$ cat src/rtl/rgb_to_raw_pkg.sv
`timescale 1ns/1ps
`default_nettype none
// ============================================================================
//  Module      : rgb_to_raw_pkg
//  Description : Shared definitions for the rgb_to_raw mode controller:
//                transfer-mode and bit-depth codes, the sequencer state
//                encoding and the request legality check.
//  Revision    : 1.0 - initial release
// ============================================================================
package rgb_to_raw_pkg;

    // TRANSFER_MODE codes understood by the converter
    localparam logic [1:0] MODE_ORIGINAL = 2'd0;
    localparam logic [1:0] MODE_YUV422   = 2'd1;
    localparam logic [1:0] MODE_RGGB    = 2'd2;

    // RAW_BIT_NUM codes understood by the converter
    localparam logic [1:0] BITS_8  = 2'd0;
    localparam logic [1:0] BITS_10 = 2'd1;
    localparam logic [1:0] BITS_12 = 2'd2;

    // Sequencer states, explicitly encoded
    typedef enum logic [1:0] {
        IDLE    = 2'd0,
        PENDING = 2'd1,
        SETTLE  = 2'd2
    } cfg_state_t;

    // Code 3 is unassigned for both fields; any request using it is rejected.
    function automatic logic cfg_is_legal(input logic [1:0] mode,
                                          input logic [1:0] bits);
        return (mode != 2'd3) && (bits != 2'd3);
    endfunction

endpackage : rgb_to_raw_pkg
`default_nettype wire

$ cat src/rtl/vid_timing_mon.sv
`timescale 1ns/1ps
`default_nettype none
// ============================================================================
//  Module      : vid_timing_mon
//  Description : Input video timing monitor. Detects S_VS rising and S_DE
//                falling edges, counts frames (wrapping) and active lines in
//                the current frame (saturating).
//  Ports       : clk, rst         - clock / synchronous active-high reset
//                i_s_vs, i_s_de   - video sync inputs
//                o_vs_rise        - combinational frame-start strobe
//                o_frame_cnt      - S_VS rising edges seen, wraps
//                o_line_cnt       - S_DE falling edges since last frame start
//  Revision    : 1.0 - initial release
// ============================================================================
module vid_timing_mon #(
    parameter int C_FRAME_CNT_W = 16,
    parameter int C_LINE_CNT_W  = 12
) (
    input  logic                     clk,
    input  logic                     rst,
    input  logic                     i_s_vs,
    input  logic                     i_s_de,
    output logic                     o_vs_rise,
    output logic [C_FRAME_CNT_W-1:0] o_frame_cnt,
    output logic [C_LINE_CNT_W-1:0]  o_line_cnt
);

    logic                     r_vs_d;
    logic                     r_de_d;
    logic                     w_de_fall;
    logic [C_FRAME_CNT_W-1:0] r_frame_cnt;
    logic [C_LINE_CNT_W-1:0]  r_line_cnt;

    // r_vs_d clears in reset, so a sync held high through reset is seen as
    // a frame start on the first cycle out of reset.
    assign o_vs_rise = i_s_vs & ~r_vs_d;
    assign w_de_fall = ~i_s_de & r_de_d;

    always_ff @(posedge clk) begin
        if (rst) begin
            r_vs_d      <= 1'b0;
            r_de_d      <= 1'b0;
            r_frame_cnt <= '0;
            r_line_cnt  <= '0;
        end else begin
            r_vs_d <= i_s_vs;
            r_de_d <= i_s_de;
            if (o_vs_rise) begin
                r_frame_cnt <= r_frame_cnt + 1'b1;
            end
            // A frame start wins over a coincident line end
            if (o_vs_rise) begin
                r_line_cnt <= '0;
            end else if (w_de_fall && (r_line_cnt != '1)) begin
                r_line_cnt <= r_line_cnt + 1'b1;
            end
        end
    end

    assign o_frame_cnt = r_frame_cnt;
    assign o_line_cnt  = r_line_cnt;

endmodule : vid_timing_mon
`default_nettype wire

$ cat src/rtl/rgb_to_raw_mode_ctrl.sv
`timescale 1ns/1ps
`default_nettype none
// ============================================================================
//  Module      : rgb_to_raw_mode_ctrl
//  Description : Configuration sequencer for the rgb_to_raw converter.
//                Accepts (TRANSFER_MODE, RAW_BIT_NUM) requests over a
//                valid/ready handshake, flags illegal ones, and commits the
//                latest legal request only at a frame start so the mode
//                never changes mid-frame. Also reports frame/line counts.
//  Ports       : VID_CLK, VID_RST          - clock / sync active-high reset
//                S_VS, S_HS, S_DE          - monitored video timing
//                CFG_VALID/READY/...       - request handshake and payload
//                CFG_ERR                   - pulse: accepted request illegal
//                TRANSFER_MODE, RAW_BIT_NUM- committed converter settings
//                MODE_UPDATE               - pulse: new settings committed
//                BUSY                      - request pending or settling
//                FRAME_CNT, LINE_CNT       - timing status
//  Revision    : 1.0 - initial release
// ============================================================================
module rgb_to_raw_mode_ctrl
    import rgb_to_raw_pkg::*;
#(
    parameter int C_INIT_MODE     = 0,
    parameter int C_INIT_BITS     = 2,
    parameter int C_SETTLE_CYCLES = 4,
    parameter int C_FRAME_CNT_W   = 16,
    parameter int C_LINE_CNT_W    = 12
) (
    input  logic                     VID_CLK,
    input  logic                     VID_RST,
    input  logic                     S_VS,
    input  logic                     S_HS,
    input  logic                     S_DE,
    input  logic                     CFG_VALID,
    output logic                     CFG_READY,
    input  logic [1:0]               CFG_TRANSFER_MODE,
    input  logic [1:0]               CFG_RAW_BIT_NUM,
    output logic                     CFG_ERR,
    output logic [1:0]               TRANSFER_MODE,
    output logic [1:0]               RAW_BIT_NUM,
    output logic                     MODE_UPDATE,
    output logic                     BUSY,
    output logic [C_FRAME_CNT_W-1:0] FRAME_CNT,
    output logic [C_LINE_CNT_W-1:0]  LINE_CNT
);

    localparam logic [1:0] C_INIT_MODE_V   = 2'(C_INIT_MODE);
    localparam logic [1:0] C_INIT_BITS_V   = 2'(C_INIT_BITS);
    localparam logic [7:0] C_SETTLE_LOAD   = 8'(C_SETTLE_CYCLES - 1);

    cfg_state_t r_state;
    cfg_state_t w_state_nxt;

    logic       w_vs_rise;
    logic       w_xfer;
    logic       w_legal;
    logic       w_store;
    logic       w_commit;
    logic       w_unused_hs;

    logic [1:0] r_pend_mode;
    logic [1:0] r_pend_bits;
    logic [1:0] r_mode;
    logic [1:0] r_bits;
    logic       r_mode_update;
    logic       r_cfg_err;
    logic [7:0] r_settle_cnt;

    // Horizontal sync is observed only; nothing depends on it yet.
    assign w_unused_hs = S_HS;

    vid_timing_mon #(
        .C_FRAME_CNT_W (C_FRAME_CNT_W),
        .C_LINE_CNT_W  (C_LINE_CNT_W)
    ) u_timing_mon (
        .clk         (VID_CLK),
        .rst         (VID_RST),
        .i_s_vs      (S_VS),
        .i_s_de      (S_DE),
        .o_vs_rise   (w_vs_rise),
        .o_frame_cnt (FRAME_CNT),
        .o_line_cnt  (LINE_CNT)
    );

    // While pending, the frame-start cycle refuses requests so the commit
    // always uses the value held before that cycle.
    assign CFG_READY = ~VID_RST &
                       ((r_state == IDLE) | ((r_state == PENDING) & ~w_vs_rise));
    assign w_xfer    = CFG_VALID & CFG_READY;
    assign w_legal   = cfg_is_legal(CFG_TRANSFER_MODE, CFG_RAW_BIT_NUM);

    // ------------------------------------------------------------------
    // Next-state logic
    // ------------------------------------------------------------------
    always_comb begin
        w_state_nxt = r_state;
        w_store     = 1'b0;
        w_commit    = 1'b0;
        case (r_state)
            IDLE: begin
                // A frame start in IDLE is ignored; a request stored now
                // waits for the following frame start.
                if (w_xfer && w_legal) begin
                    w_store     = 1'b1;
                    w_state_nxt = PENDING;
                end
            end
            PENDING: begin
                if (w_vs_rise) begin
                    w_commit    = 1'b1;
                    w_state_nxt = SETTLE;
                end else if (w_xfer && w_legal) begin
                    w_store     = 1'b1;
                end
            end
            SETTLE: begin
                if (r_settle_cnt == 8'd0) begin
                    w_state_nxt = IDLE;
                end
            end
            default: begin
                w_state_nxt = IDLE;
            end
        endcase
    end

    always_ff @(posedge VID_CLK) begin
        if (VID_RST) begin
            r_state <= IDLE;
        end else begin
            r_state <= w_state_nxt;
        end
    end

    // ------------------------------------------------------------------
    // Pending / committed configuration and status pulses
    // ------------------------------------------------------------------
    always_ff @(posedge VID_CLK) begin
        if (VID_RST) begin
            r_pend_mode   <= C_INIT_MODE_V;
            r_pend_bits   <= C_INIT_BITS_V;
            r_mode        <= C_INIT_MODE_V;
            r_bits        <= C_INIT_BITS_V;
            r_mode_update <= 1'b0;
            r_cfg_err     <= 1'b0;
            r_settle_cnt  <= 8'd0;
        end else begin
            r_cfg_err     <= w_xfer & ~w_legal;
            r_mode_update <= w_commit;
            if (w_store) begin
                r_pend_mode <= CFG_TRANSFER_MODE;
                r_pend_bits <= CFG_RAW_BIT_NUM;
            end
            if (w_commit) begin
                r_mode       <= r_pend_mode;
                r_bits       <= r_pend_bits;
                r_settle_cnt <= C_SETTLE_LOAD;
            end else if (r_state == SETTLE && r_settle_cnt != 8'd0) begin
                r_settle_cnt <= r_settle_cnt - 8'd1;
            end
        end
    end

    assign TRANSFER_MODE = r_mode;
    assign RAW_BIT_NUM   = r_bits;
    assign MODE_UPDATE   = r_mode_update;
    assign CFG_ERR       = r_cfg_err;
    assign BUSY          = (r_state != IDLE);

endmodule : rgb_to_raw_mode_ctrl
`default_nettype wire

$ cat config.mk
export PLATFORM = sky130hd
export DESIGN_NAME = rgb_to_raw_mode_ctrl
export DESIGN_NICKNAME = d
export VERILOG_FILES = /design/src/rtl/rgb_to_raw_pkg.sv /design/src/rtl/vid_timing_mon.sv /design/src/rtl/rgb_to_raw_mode_ctrl.sv
export SDC_FILE = /design/constraint.sdc
export NUM_CORES = 1
export LEC_CHECK = 0
export ABC_AREA = 1
export BUFFER_PORTS_ARGS = -buffer_cell sky130_fd_sc_hd__buf_2
export CAP_MARGIN = 10
export CORE_AREA = 8 8 62 91
export CTS_CLUSTER_DIAMETER = 60
export DETAILED_ROUTE_END_ITERATION = 12
export DIE_AREA = 0 0 70 99
export HOLD_SLACK_MARGIN = 0.03
export PLACE_DENSITY = 0.86
export SLEW_MARGIN = 15
export SYNTH_ARGS = -nofsm -noshare
export SYNTH_HDL_FRONTEND = slang
export SYNTH_SLANG_ARGS = --single-unit
export TNS_END_PERCENT = 5
$ cat constraint.sdc
create_clock -name VID_CLK -period 3.1 [get_ports VID_CLK]
set_clock_uncertainty 0.1 [all_clocks]
set_input_delay 0.155 -clock VID_CLK [delete_from_list [all_inputs] [get_ports VID_CLK]]
set_output_delay 0.155 -clock VID_CLK [all_outputs]
set_load 0.1 [all_outputs]
==> metrics, run 1 <==
Post-DP HPWL=4.075 mm; DRC=0; Clock power frac=0.407; logic gate share of total power=0.094; Core Box Area=4354 um2; largest net degree at the start of global routing=21; Clock Latency Late Sink=0.30 ns; Synth Warn #=0; Routed WL per cell=11.94 um; Critical Path AT=1.80 ns; distinct cell type count after synthesis=29; setup_tns=0 ns; worst min path class=in2reg; commonest non-fill, non-tap cell in the layout=nand2_1; Hold Violations, Final=0; final antenna-violating net count=0; clock-pin slew on the worst setup and hold paths=0.09 ns; sequential power share=0.499; CP required=2.84 ns; I/O Buffers=44; Max H-tree Level=2; #FFs+latches synth=50; leakage=1.293 nW; P_sw=0.3131 mW; Die Width=70 um; Clock Tree Buf Depth=2; top sig layer=met4; initial antenna violation count=0; most frequent cells in the layout=nand2_1 (96), dfxtp_1 (50), nor2_1 (49); Die H=99 um; maximum fanout along the worst path=9; CP Class=in2out; switching share of total power=0.2371; TritonRoute pass-1 iters=5; RSZ-0062 raised after global routing=false; Post-Syn Instances=351; share of cells above drive strength 1=0.1856; Max VDD drop=481.0 uV; multi-input logic area=1266 um2; vias in the first global route=2,371; Synth Cell Area=2455 um2; nature of the critical path endpoint=output port; fin nets=417; maximum clock frequency=486.6 MHz; FF/Latch Area=1001 um2; die area=6930 um2; Layout area overhead=18.50%; post-CTS setup buffer count=0; Cell Pwr Density=453.8 nW/um2; first-pass GRT wire length=9.660 mm; post-synthesis sequential area ratio=0.4077; maxcap violations=0; antenna cells=0; crit path launch type=input pin; Post-Route WL=5.397 mm; clk root buf=clkbuf_8; min Tclk post-route=2.055 ns; setup violators final=0; routed wl met2=2.754 mm; Std-Cell Rows=30; GRT overflow=0; Net Count, Synth=365; Finished Cell Area=2909 um2; Slew Limit Headroom=0.6219; Fillers=391; routed wl met3=315 um; GRT Util Overall=0.1604; Vias=2,384; TritonCTS Buffers=5; hold_ws=0.09629 ns; internal power=1.007 mW; area of placed instances=2701 um2; io pins=46; Synth Area per Inst=6.994 um2; worst slew pin tran=0.5665 ns; Initial Utilization=0.5638; clock sink count=50; final slew viol count=0; global placement routability congestion=0.8402; drt first-iter violations=204; via/cell ratio=5.274; wl on met1=2.215 mm; TritonCTS clock tree=yes; outcome=completed; Final period util=0.6629
critical path, stage by stage:
cell,delay [ns]
dlygate4sd3_1,0.54
buf_2,0.13
inv_2,0.07
nor2_4,0.06
a21oi_1,0.19
and2_1,0.20
buf_2,0.44
power groups by stage:
stage               Sequential (mW)  Clock [mW]  Combinational, mW
finish                        0.659       0.538              0.124
CTS                           0.659       0.552              0.124
detailed placement            0.674           0              0.117
floorplan                     0.702           0             0.0662
global placement              0.674           0              0.115
global route                  0.661       0.570              0.137
cell type report:
| cell class | count | share of cell area |
|---|---|---|
| clock buffer | 5 | 0.02366 |
| clock inverter | 3 | 0.02366 |
| inverter | 41 | 0.05290 |
| multi-input combinational | 254 | 0.4353 |
| sequential | 50 | 0.3441 |
| tap | 48 | 0.02065 |
| timing repair buffer | 51 | 0.09978 |
layer usage:
layer,global-route usage,up-vias
li1,-,1229
met1,0.1590,1093
met2,0.2978,52
met3,0.04829,10
met4,0.06677,0
met5,0,-
cell usage after synthesis:
master,number,area (um2)
a211oi_1,1,7.510
nand2_2,1,6.260
nand4_4,1,21.27
and2_1,1,6.260
clkbuf_1,2,7.510
nor2_1,49,183.9
nand2_4,1,11.26
o21ai_2,1,8.760
o21ai_1,6,30.03
a21oi_1,23,115.1
nor2_2,5,31.28
inv_2,5,18.77
xor2_1,6,52.55
inv_1,36,135.1
o22a_1,1,8.760
ha_1,4,50.05
nor3_4,1,16.27
dfxtp_1,50,1001
xnor2_1,5,43.79
nor3_1,3,15.01
a21oi_2,6,52.55
buf_2,3,15.01
nand3b_1,1,7.510
nor2_4,2,22.52
o21ai_0,7,35.03
nand3_1,21,105.1
nand4_1,12,75.07
nand2_1,96,360.4
buf_6,1,11.26
sequential cells by signal, summed over array words and instances, names as in the netlist:
register and flops:
u_timing_mon.o_frame_cnt 16, RAW_BIT_NUM 2, MODE_UPDATE 1, r_settle_cnt 8, r_pend_bits 2, u_timing_mon.r_de_d 1
u_timing_mon.r_vs_d 1, CFG_ERR 1, r_pend_mode 2, r_state 2, TRANSFER_MODE 2, u_timing_mon.o_line_cnt 12
repair_timing:
action                                 4_1_cts  5_1_grt
hold buffers                                 7        0
resized for setup                            0        0
endpoints found under the hold margin        7        0
worst paths after layout:
path | depth (start not counted) | slack, ns | from | endpoint
worst max-delay path | 7 | 1.04 | S_VS | CFG_READY
worst min-delay path | 2 | 0.1 | VID_RST | u_timing_mon.r_vs_d
worst max register to register | 8 | 1.31 | u_timing_mon.o_line_cnt[0] | u_timing_mon.o_line_cnt[6]
worst min register to register | 2 | 0.36 | TRANSFER_MODE[1] | TRANSFER_MODE[1]
stage by stage:
stage / utilization / std cells / power (mW) / setup slack (ns)
2_1_floorplan: - / 351 / 0.7680 / 0.7250
3_3_place_gp: 0.6204 / 437 / 0.7891 / 1.340
3_5_place_dp: 0.6204 / 437 / 0.7911 / 1.327
4_1_cts: 0.6681 / 452 / 1.335 / 1.063
5_1_grt: 0.6681 / 452 / 1.368 / 0.9778
6_report: 0.6681 / 452 / 1.320 / 1.045
cells by family after synthesis:
| group | synth area share |
|---|---|
| XOR/XNOR | 0.03924 |
| adder cells (fa/ha/maj) | 0.02039 |
| buffers and inverters | 0.07645 |
| AO/OA/AOI/OAI | 0.1050 |
| flip-flops | 0.4077 |
| AND/OR/NAND/NOR | 0.3512 |
(Power assumes the default switching activity.)
==> run 2, diff against run 1 <==
--- a/config.mk
+++ b/config.mk
@@ -8,12 +8,12 @@
 export ABC_AREA = 1
 export BUFFER_PORTS_ARGS = -buffer_cell sky130_fd_sc_hd__buf_2
 export CAP_MARGIN = 10
-export CORE_AREA = 8 8 62 91
+export CORE_AREA = 8 8 64 93
 export CTS_CLUSTER_DIAMETER = 60
 export DETAILED_ROUTE_END_ITERATION = 12
-export DIE_AREA = 0 0 70 99
+export DIE_AREA = 0 0 72 101
 export HOLD_SLACK_MARGIN = 0.03
-export PLACE_DENSITY = 0.86
+export PLACE_DENSITY = 0.82
 export SLEW_MARGIN = 15
 export SYNTH_ARGS = -nofsm -noshare
 export SYNTH_HDL_FRONTEND = slang
==> constraint.sdc (replaced) <==
create_clock -name VID_CLK -period 2.1 [get_ports VID_CLK]
set_clock_uncertainty 0.1 [all_clocks]
set_input_delay 0.105 -clock VID_CLK [delete_from_list [all_inputs] [get_ports VID_CLK]]
set_output_delay 0.105 -clock VID_CLK [all_outputs]
set_load 0.1 [all_outputs]
==> run 2 against run 1 <==
  * Routed wire length is 1.6% higher
  * Non-clock buffer count is 1 higher
  * Critical path depth stayed put
  * Largest cell class unchanged
  * Critical path type unchanged
==> metrics, run 2 (same netlist as run 1, synthesis figures left out) <==
Max VDD drop=388.6 uV (was 481.0 uV); Clock Latency Late Sink=0.30 ns (about the same); area of placed instances=2743 um2 (was 2701 um2); TritonCTS Buffers=5 (unchanged); final antenna-violating net count=0 (unchanged); GRT Util Overall=0.1575 (was 0.1604); Post-DP HPWL=4.127 mm (was 4.075 mm); most frequent cells in the layout=nand2_1 (96), nor2_1 (49), buf_2 (44) (was nand2_1 (96), dfxtp_1 (50), nor2_1 (49)); Core Box Area=4693 um2 (was 4354 um2); Critical Path AT=1.71 ns (was 1.80 ns); Die Width=72 um (was 70 um); max reg flops=16 (unchanged); RSZ-0062 raised after global routing=false (unchanged); Worst path top cell family by delay=buffers and inverters (unchanged); Slew Limit Headroom=0.6645 (was 0.6219); largest net degree at the start of global routing=16 (was 21); worst min path class=in2reg (unchanged); setup_tns=0 ns (unchanged); outcome=completed (unchanged); die area=7272 um2 (was 6930 um2); I/O Buffers=44 (unchanged); Crit path largest cell delay=0.53 ns (was 0.54 ns); worst slew pin tran=0.5015 ns (was 0.5665 ns); Critical Path, Cell by Cell=dlygate4sd3_1 > buf_2 > inv_2 > nor2_4 > a21oi_1 > and2_1 > buf_2 (unchanged); TritonRoute pass-1 iters=4 (was 5); setup violators final=0 (unchanged); Power, Total=1.984 mW (was 1.320 mW); Post-Route WL=5.481 mm (was 5.397 mm); fin nets=418 (was 417); placed cell count=456 (was 437); initial antenna violation count=0 (unchanged); non-filler instance count after layout=471 (was 452); first-pass GRT wire length=9.515 mm (was 9.660 mm); Die H=101 um (was 99 um); Vias=2,371 (was 2,384); CP bufs+invs=4 (unchanged); Most common cell on crit path=buf_2 (unchanged); share of cells above drive strength 1=0.2099 (was 0.1856); Layout area overhead=20.39% (was 18.50%); crit path launch type=input pin (unchanged); Routed WL per cell=11.64 um (was 11.94 um); maxcap violations=0 (unchanged); final slew viol count=0 (unchanged); Final period util=0.9137; clock-pin slew on the worst setup and hold paths=0.09 ns (about the same); leakage=1.305 nW (was 1.293 nW); maximum fanout along the worst path=9 (unchanged); FF/Latch Area=1012 um2 (was 1001 um2); Clock Tree Buf Depth=2 (unchanged); global placement routability congestion=0.8860 (was 0.8402); io pins=46 (unchanged); vias in the first global route=2,311 (was 2,371); commonest non-fill, non-tap cell in the layout=nand2_1 (unchanged); Std-Cell Rows=31 (was 30); Initial Utilization=0.5231 (was 0.5638); min Tclk post-route=1.919 ns; clk root buf=clkbuf_8 (unchanged); clock sink count=50 (unchanged); CP max stage cell=dlygate4sd3_1 (unchanged); CP required=1.89 ns (was 2.84 ns); hold_ws=0.04178 ns (was 0.09629 ns); maximum clock frequency=521.1 MHz; TritonCTS clock tree=yes (unchanged); GRT overflow=0 (unchanged); Cell Pwr Density=671.4 nW/um2 (was 453.8 nW/um2); Hold Violations, Final=0 (unchanged); drt first-iter violations=89 (was 204); DRC=0 (unchanged); PostCTS Resize Cnt=0 (unchanged); multi-input logic area=1266 um2 (unchanged); Fillers=441 (was 391); antenna cells=0 (unchanged); CP Class=in2out (unchanged); nature of the critical path endpoint=output port (unchanged); Finished Cell Area=2955 um2 (was 2909 um2); Max H-tree Level=2 (unchanged); via/cell ratio=5.034 (was 5.274)
[run 2: changes by cell type in the layout (fill, tap and decap cells not counted), sizes merged]
cell | previous run | this run
clkbuf | 5 | 6
buf | 44 | 45
clkinv | 1 | 0
[run 2: area by class of cell]
class,instances,area share
multi-input combinational,254,0.4284
sequential,50,0.3425
timing repair buffer,52,0.1008
inverter,41,0.05207
clock buffer,6,0.02794
tap,66,0.02794
clock inverter,2,0.02032
[run 2: what timing repair did]
action                                 in CTS  in global routing
endpoints found under the hold margin       7                  0
buffers inserted                            0                  0
hold buffers                                7                  0
[run 2: through the flow]
| stage | setup slack [ns] | utilization |
|---|---|---|
| 6_report | 0.1812 | 0.6297 |
| 5_1_grt | 0.07194 | 0.6297 |
| 4_1_cts | 0.1717 | 0.6297 |
| 3_5_place_dp | 0.3855 | 0.5844 |
| 3_3_place_gp | 0.4197 | 0.5844 |
| 2_1_floorplan | 0.0008979 | - |
[run 2: power by group]
group          leakage (nW)  internal, mW  switching [mW]  total [mW]
Sequential            0.409         0.963         0.00997       0.973
Combinational         0.825        0.0479           0.136       0.184
Clock                0.0714         0.508           0.319       0.827
Total                  1.31          1.52           0.465        1.98
[run 2: path summary, 6_finish.rpt]
check | startpoint | endpoint | slack (ns) | cells after the start
worst max-delay path | S_VS | CFG_READY | 0.18 | 7
worst min-delay path | VID_RST | u_timing_mon.r_vs_d | 0.04 | 2
worst max register to register | u_timing_mon.o_line_cnt[0] | u_timing_mon.o_line_cnt[1] | 0.37 | 8
worst min register to register | TRANSFER_MODE[1] | TRANSFER_MODE[1] | 0.36 | 2
[run 2: worst register-to-register path: stages, from the launching register on]
cell	delay (ns)
dfxtp_2	0.39
ha_1	0.28
inv_1	0.11
nor2_4	0.17
nand4_4	0.15
nand2_4	0.17
inv_2	0.10
nand2_1	0.09
a21oi_2	0.05
[run 2: routing by layer]
layer / global-route usage / share of wire / vias up
met5: 0 / 0 / -
met4: 0.06793 / 0.017 / 0
met3: 0.03785 / 0.050 / 9
met2: 0.2894 / 0.52 / 57
met1: 0.1631 / 0.41 / 1080
li1: - / - / 1225
